**config.mk**
```make
export PLATFORM = sky130hd
export DESIGN_NAME = hub_norm_shifter
export DESIGN_NICKNAME = d
export VERILOG_FILES = /design/src/rtl/hub_norm_shifter.sv
export SDC_FILE = /design/constraint.sdc
export NUM_CORES = 1
export LEC_CHECK = 0
export ABC_AREA = 1
export BUFFER_PORTS_ARGS = -buffer_cell sky130_fd_sc_hd__buf_2
export CORE_UTILIZATION = 52
export CTS_CLUSTER_SIZE = 20
export DETAILED_ROUTE_END_ITERATION = 8
export PLACE_DENSITY_LB_ADDON = 0.3
export SYNTH_ARGS = -nofsm -noshare
export SYNTH_HDL_FRONTEND = slang
export SYNTH_SLANG_ARGS = --single-unit
export TNS_END_PERCENT = 10
```
**constraint.sdc**
```tcl
create_clock -name clk -period 4.7 [get_ports clk]
set_input_delay 0.94 -clock clk [delete_from_list [all_inputs] [get_ports clk]]
set_output_delay 0.94 -clock clk [all_outputs]
set_load 0.01 [all_outputs]
```
**src/rtl/hub_norm_shifter.sv**
```systemverilog
// hub_norm_shifter: post-LZA normalization for the HUB floating-point adder.
// Takes the effective-subtraction magnitude, the LZA left-shift prediction and
// the pre-normalization exponent. It produces a mantissa with its leading one in
// the MSB, fixes a one-bit LZA misprediction in either direction, adjusts the
// exponent and flushes zero/underflow results. Two register stages are joined by
// a valid/ready handshake that has no skid buffer.
module hub_norm_shifter #(
    parameter int M           = 23,
    parameter int E           = 8,
    parameter int SHIFT_WIDTH = $clog2(M + 2),
    parameter int CNT_WIDTH   = 16
) (
    input  logic                   clk,
    input  logic                   rst,
    input  logic                   in_valid,
    output logic                   in_ready,
    input  logic [M+1:0]           in_mant,
    input  logic [SHIFT_WIDTH-1:0] in_shift,
    input  logic [E-1:0]           in_exp,
    output logic                   out_valid,
    input  logic                   out_ready,
    output logic [M+1:0]           out_mant,
    output logic [E-1:0]           out_exp,
    output logic                   out_zero,
    output logic                   out_underflow,
    output logic                   out_corrected,
    output logic [CNT_WIDTH-1:0]   corr_count,
    input  logic                   corr_clear
);

    localparam int W  = M + 2;
    // One extra bit holds a shift amount of W, or one more than the largest prediction.
    localparam int AW = SHIFT_WIDTH + 1;
    localparam logic [AW-1:0]       W_SH  = AW'(W);
    localparam logic signed [E:0]   ONE_S = 1;

    // Saturating increment of the correction counter.
    function automatic logic [CNT_WIDTH-1:0] sat_inc(input logic [CNT_WIDTH-1:0] v);
        return (&v) ? v : v + 1'b1;
    endfunction

    // Handshake
    logic adv1, adv2;
    logic vld_p1_q, vld_p2_q;

    // Stage 1 registers
    logic [W-1:0]  mant_p1_q, mant_p1_d;
    logic [AW-1:0] amt_p1_q,  amt_p1_d;
    logic [E-1:0]  exp_p1_q,  exp_p1_d;
    logic          fix_p1_q,  fix_p1_d;
    logic          zero_p1_q, zero_p1_d;

    // Stage 1 helpers
    logic          zero_p0;
    logic          lost_p0;
    logic [AW-1:0] rsh_p0;
    logic [W-1:0]  hi_p0;

    // Stage 2 (output) registers
    logic [W-1:0]   out_mant_q, out_mant_d;
    logic [E-1:0]   out_exp_q,  out_exp_d;
    logic           out_zero_q, out_zero_d;
    logic           out_uf_q,   out_uf_d;
    logic           out_corr_q, out_corr_d;
    logic [CNT_WIDTH-1:0] cnt_q;

    // Stage 2 helpers
    logic                need_p1;
    logic [W-1:0]        mant2_p1;
    logic [AW-1:0]       amt2_p1;
    logic signed [E:0]   diff_p1;

    assign adv2     = !vld_p2_q || out_ready;
    assign adv1     = !vld_p1_q || adv2;
    assign in_ready = adv1;

    // ---- stage 0 -> 1: coarse shift; back off by one if the prediction overshoots
    always_comb begin
        zero_p0   = (in_mant == '0);
        // Bits that would pass above bit W-1 are the top in_shift bits of in_mant.
        rsh_p0    = W_SH - {1'b0, in_shift};
        hi_p0     = in_mant >> rsh_p0;
        lost_p0   = !zero_p0 && (({1'b0, in_shift} >= W_SH) || (hi_p0 != '0));
        mant_p1_d = in_mant << in_shift;
        amt_p1_d  = {1'b0, in_shift};
        fix_p1_d  = 1'b0;
        if (lost_p0) begin
            mant_p1_d = in_mant << (in_shift - 1'b1);
            amt_p1_d  = {1'b0, in_shift - 1'b1};
            fix_p1_d  = 1'b1;
        end
        zero_p1_d = zero_p0;
        exp_p1_d  = in_exp;
    end

    // Stage 1 valid, the only part of stage 1 that reset touches.
    always_ff @(posedge clk) begin
        if (rst) begin
            vld_p1_q <= 1'b0;
        end else if (adv1) begin
            vld_p1_q <= in_valid;
        end
    end

    // Stage 1 data capture.
    always_ff @(posedge clk) begin
        if (adv1) begin
            mant_p1_q <= mant_p1_d;
            amt_p1_q  <= amt_p1_d;
            exp_p1_q  <= exp_p1_d;
            fix_p1_q  <= fix_p1_d;
            zero_p1_q <= zero_p1_d;
        end
    end

    // ---- stage 1 -> 2: fine correction, exponent adjust and zero/underflow flush
    always_comb begin
        need_p1  = !zero_p1_q && !mant_p1_q[W-1];
        mant2_p1 = need_p1 ? (mant_p1_q << 1) : mant_p1_q;
        amt2_p1  = amt_p1_q + {{(AW-1){1'b0}}, need_p1};
        diff_p1  = $signed({1'b0, exp_p1_q} - {{(E+1-AW){1'b0}}, amt2_p1});

        out_mant_d = mant2_p1;
        out_exp_d  = diff_p1[E-1:0];
        out_zero_d = 1'b0;
        out_uf_d   = 1'b0;
        out_corr_d = fix_p1_q | need_p1;
        if (zero_p1_q) begin
            out_mant_d = '0;
            out_exp_d  = '0;
            out_zero_d = 1'b1;
            out_corr_d = 1'b0;
        end else if (diff_p1 < ONE_S) begin
            out_mant_d = '0;
            out_exp_d  = '0;
            out_uf_d   = 1'b1;
        end
    end

    // Output stage registers; they hold steady while the consumer stalls.
    always_ff @(posedge clk) begin
        if (rst) begin
            vld_p2_q   <= 1'b0;
            out_mant_q <= '0;
            out_exp_q  <= '0;
            out_zero_q <= 1'b0;
            out_uf_q   <= 1'b0;
            out_corr_q <= 1'b0;
        end else if (adv2) begin
            vld_p2_q   <= vld_p1_q;
            out_mant_q <= out_mant_d;
            out_exp_q  <= out_exp_d;
            out_zero_q <= out_zero_d;
            out_uf_q   <= out_uf_d;
            out_corr_q <= out_corr_d;
        end
    end

    // Count corrected beats as they leave; a clear takes priority over a count.
    always_ff @(posedge clk) begin
        if (rst || corr_clear) begin
            cnt_q <= '0;
        end else if (vld_p2_q && out_ready && out_corr_q) begin
            cnt_q <= sat_inc(cnt_q);
        end
    end

    assign out_valid     = vld_p2_q;
    assign out_mant      = out_mant_q;
    assign out_exp       = out_exp_q;
    assign out_zero      = out_zero_q;
    assign out_underflow = out_uf_q;
    assign out_corrected = out_corr_q;
    assign corr_count    = cnt_q;

endmodule

```
==> results.toml <==
[outcome]
status = "finished, final reports clean"

[sta]
clock.fmax_mhz = 249
max_slew_margin_pct = 49.8
grt_setup_unrepaired = "no"
period_needed_ps = 4020
finalClockSkew_ps = 9.97
final_max_slew_viol_count = 0
setup_viol = 0
fin_ws_ps = 682
final.setup.tns_ps = 0
hold_ws_ps = 458
fin_crit_sh_pct = 85.5
worst_slew_pin_slew_ps = 753
finalHoldViolCount = 0

[logic_synthesis]
ys_seq_elements = 94
ys_seq_area_share_pct = 37.4
syn_inst = 861
synth_common_cells = "249 x nand2_1, 154 x nand3_1, 65 x inv_1"
syn_area_um2 = 6100
synth_top_area_share_pct = 19.7
synth-warning-count = 0
synthDistinctLibCells = 45
syn_nets = 916
synth_most_common_cell = "nand2_1"
synthFlopType = "dfxtp_1"
synth_area_leaders = "edfxtp_1 20%, dfxtp_1 18%, nand2_1 15%"
async_flop_share_pct = 0
synth_area_leader_cell = "edfxtp_1"
synth-edff-count = 40
syn_avg_cell_area_um2 = 7.09

[grt]
grt-ovfl-total = 0
first_global_vias = 5266
grt_max_degree = 42
grt_pass1_wl_um = 24700
antenna_found_initial = 0
grtUsageTotal_pct = 26.2

[floorplanning]
core-area_um2 = 11400
fp.dieArea_um2 = 12200
rows = 39
die_h_um = 110
die-width_um = 110
initial_utilization_pct = 53.4
io_pins = 97

[routing]
route.top_layer_used = "met4"
wl_met2_um = 7380
wirelength_um = 15500
drt_iter0_markers = 680
drc = 0
ant_nets = 0
met1Wirelength_um = 6900
dr.pass1.iters = 5
wl_per_cell_um = 14.3
via_per_inst = 5.63
met3_length_um = 946
vias = 6098

[place]
pre_cts_ws_ps = 530
placed_cell_area_um2 = 6620
dp_hpwl_um = 11400
place_congestion = 0.966
place_inst = 1068
numPortBuffers = 96

[worst_hold_path]
holdCritStartpoint = "corr_count[15]$_SDFFE_PP0P_"
min_path_cells = 2
hold_class = "reg2reg"

[cells_and_area]
regArea_um2 = 2280
n_antenna_cell = 0
nets = 991
final_cells = 1084
layout-drive-gt1-share_pct = 16.9
multiInputGateArea_um2 = 3320
syn_to_final_growth_pct = 13.1
final_area_um2 = 6900
fill_cells = 1075

[clock_network]
ctsResizeCount = 0
clkTransAtPathRegs_ps = 70
cts_tree = "yes"
cts_sinks = 94
clockBufferDepth = 2
cts_inserted_buffers = 9
postCtsSetupBuffers = 0
clockRootBuffer = "clkbuf_16"
clock_latency_ps = 340
htreeDepth = 3
ctsHoldBuffers = 0

[flow_run]
max_cap_viol_count = 0

[power]
vdd_drop_max_mv = 0.478
power_density_nw_per_um2 = 397
leakagePower_nw = 3.21

[setup_path]
arrival_ps = 4220
cp-startpoint = "mant_p1_q[24]$_DFFE_PP_"
critPathRequiredTime_ps = 4900
end_kind = "register"
critical_path_class = "reg2reg"
crit_fanout = 28
reg2reg_depth = 19
cp-start-kind = "register"
r2r_start = "mant_p1_q[24]$_DFFE_PP_"
==> worst max-delay path, cell delays in order, from the launching register on <==
cell	delay [ps]
edfxtp_1	320
buf_4	270
nor2_1	100
ha_1	210
ha_1	210
xnor2_1	130
ha_1	340
nand2_1	60
o21ai_0	250
a21oi_1	100
o21ai_0	260
nand2_1	80
nand3_1	90
xnor2_1	90
nor2_1	90
nand2_1	70
nand3_1	170
clkinv_1	600
o221ai_1	310
a21oi_1	100
==> cell families after synthesis <==
| family | count (synthesis) | share of synthesized area [%] |
|---|---|---|
| adders and majority gates | 12 | 2.58 |
| and+or+nand+nor | 511 | 37.7 |
| AOI/OAI and AO/OA | 114 | 11.3 |
| xor gates and xnor gates | 16 | 2.73 |
| DFF | 94 | 37.4 |
| buffers and inverters | 114 | 8.28 |
==> cell usage in the layout, fill, tap and decap left out, types with 12 or more instances in the layout <==
cell,netlist,layout
buf_4,8,12
nand4_1,12,12
o21ai_0,17,17
inv_1,65,65
nor2_1,49,48
a21oi_1,58,58
nand3_1,154,154
o221ai_1,23,23
nor3_1,12,12
nand2_1,249,248
edfxtp_1,40,40
dfxtp_1,54,54
buf_2,14,96
==> layer usage <==
metal	vias to the layer above	track usage, %
li1	3076	-
met3	24	4.35
met1	2789	34.5
met4	0	8.27
met2	209	43.7
met5	-	0
==> metrics by stage <==
stage	util [%]	power (mW)
floorplan	-	1.80
finish	60.4	2.74
global placement	58.0	2.05
CTS	60.4	2.75
global route	60.4	2.93
detailed placement	58.0	2.06
==> area by class of cell <==
cell class | count | area share [%]
clock buffers | 10 | 3.32
repair buffers | 108 | 8.27
flip-flops and latches | 94 | 33.1
inverters | 70 | 3.81
clock inverters | 6 | 0.762
well taps | 143 | 2.59
multi-input cells | 653 | 48.2
==> power breakdown <==
group	total, mW	leakage, nW	switching, mW	internal (mW)
registers	1.06	0.892	0.0702	0.991
logic	0.993	2.18	0.629	0.364
clock network	0.688	0.140	0.319	0.368
==> worst paths after layout <==
kind,endpoint,slack (ps)
max reg2reg,out_mant[21]$_SDFFE_PP0P_,680
min,corr_count[15]$_SDFFE_PP0P_,460
max,out_mant[21]$_SDFFE_PP0P_,680
min reg2reg,corr_count[15]$_SDFFE_PP0P_,460
==> flip-flops by register name (all words and copies together) (netlist names) <==
signal / cells
out_zero: 1
out_mant: 25
out_exp: 8
vld_p1_q: 1
out_valid: 1
fix_p1_q: 1
mant_p1_q: 25
zero_p1_q: 1
amt_p1_q: 5
out_underflow: 1
exp_p1_q: 8
corr_count: 16
out_corrected: 1
Power figures use the tool's default switching activity.
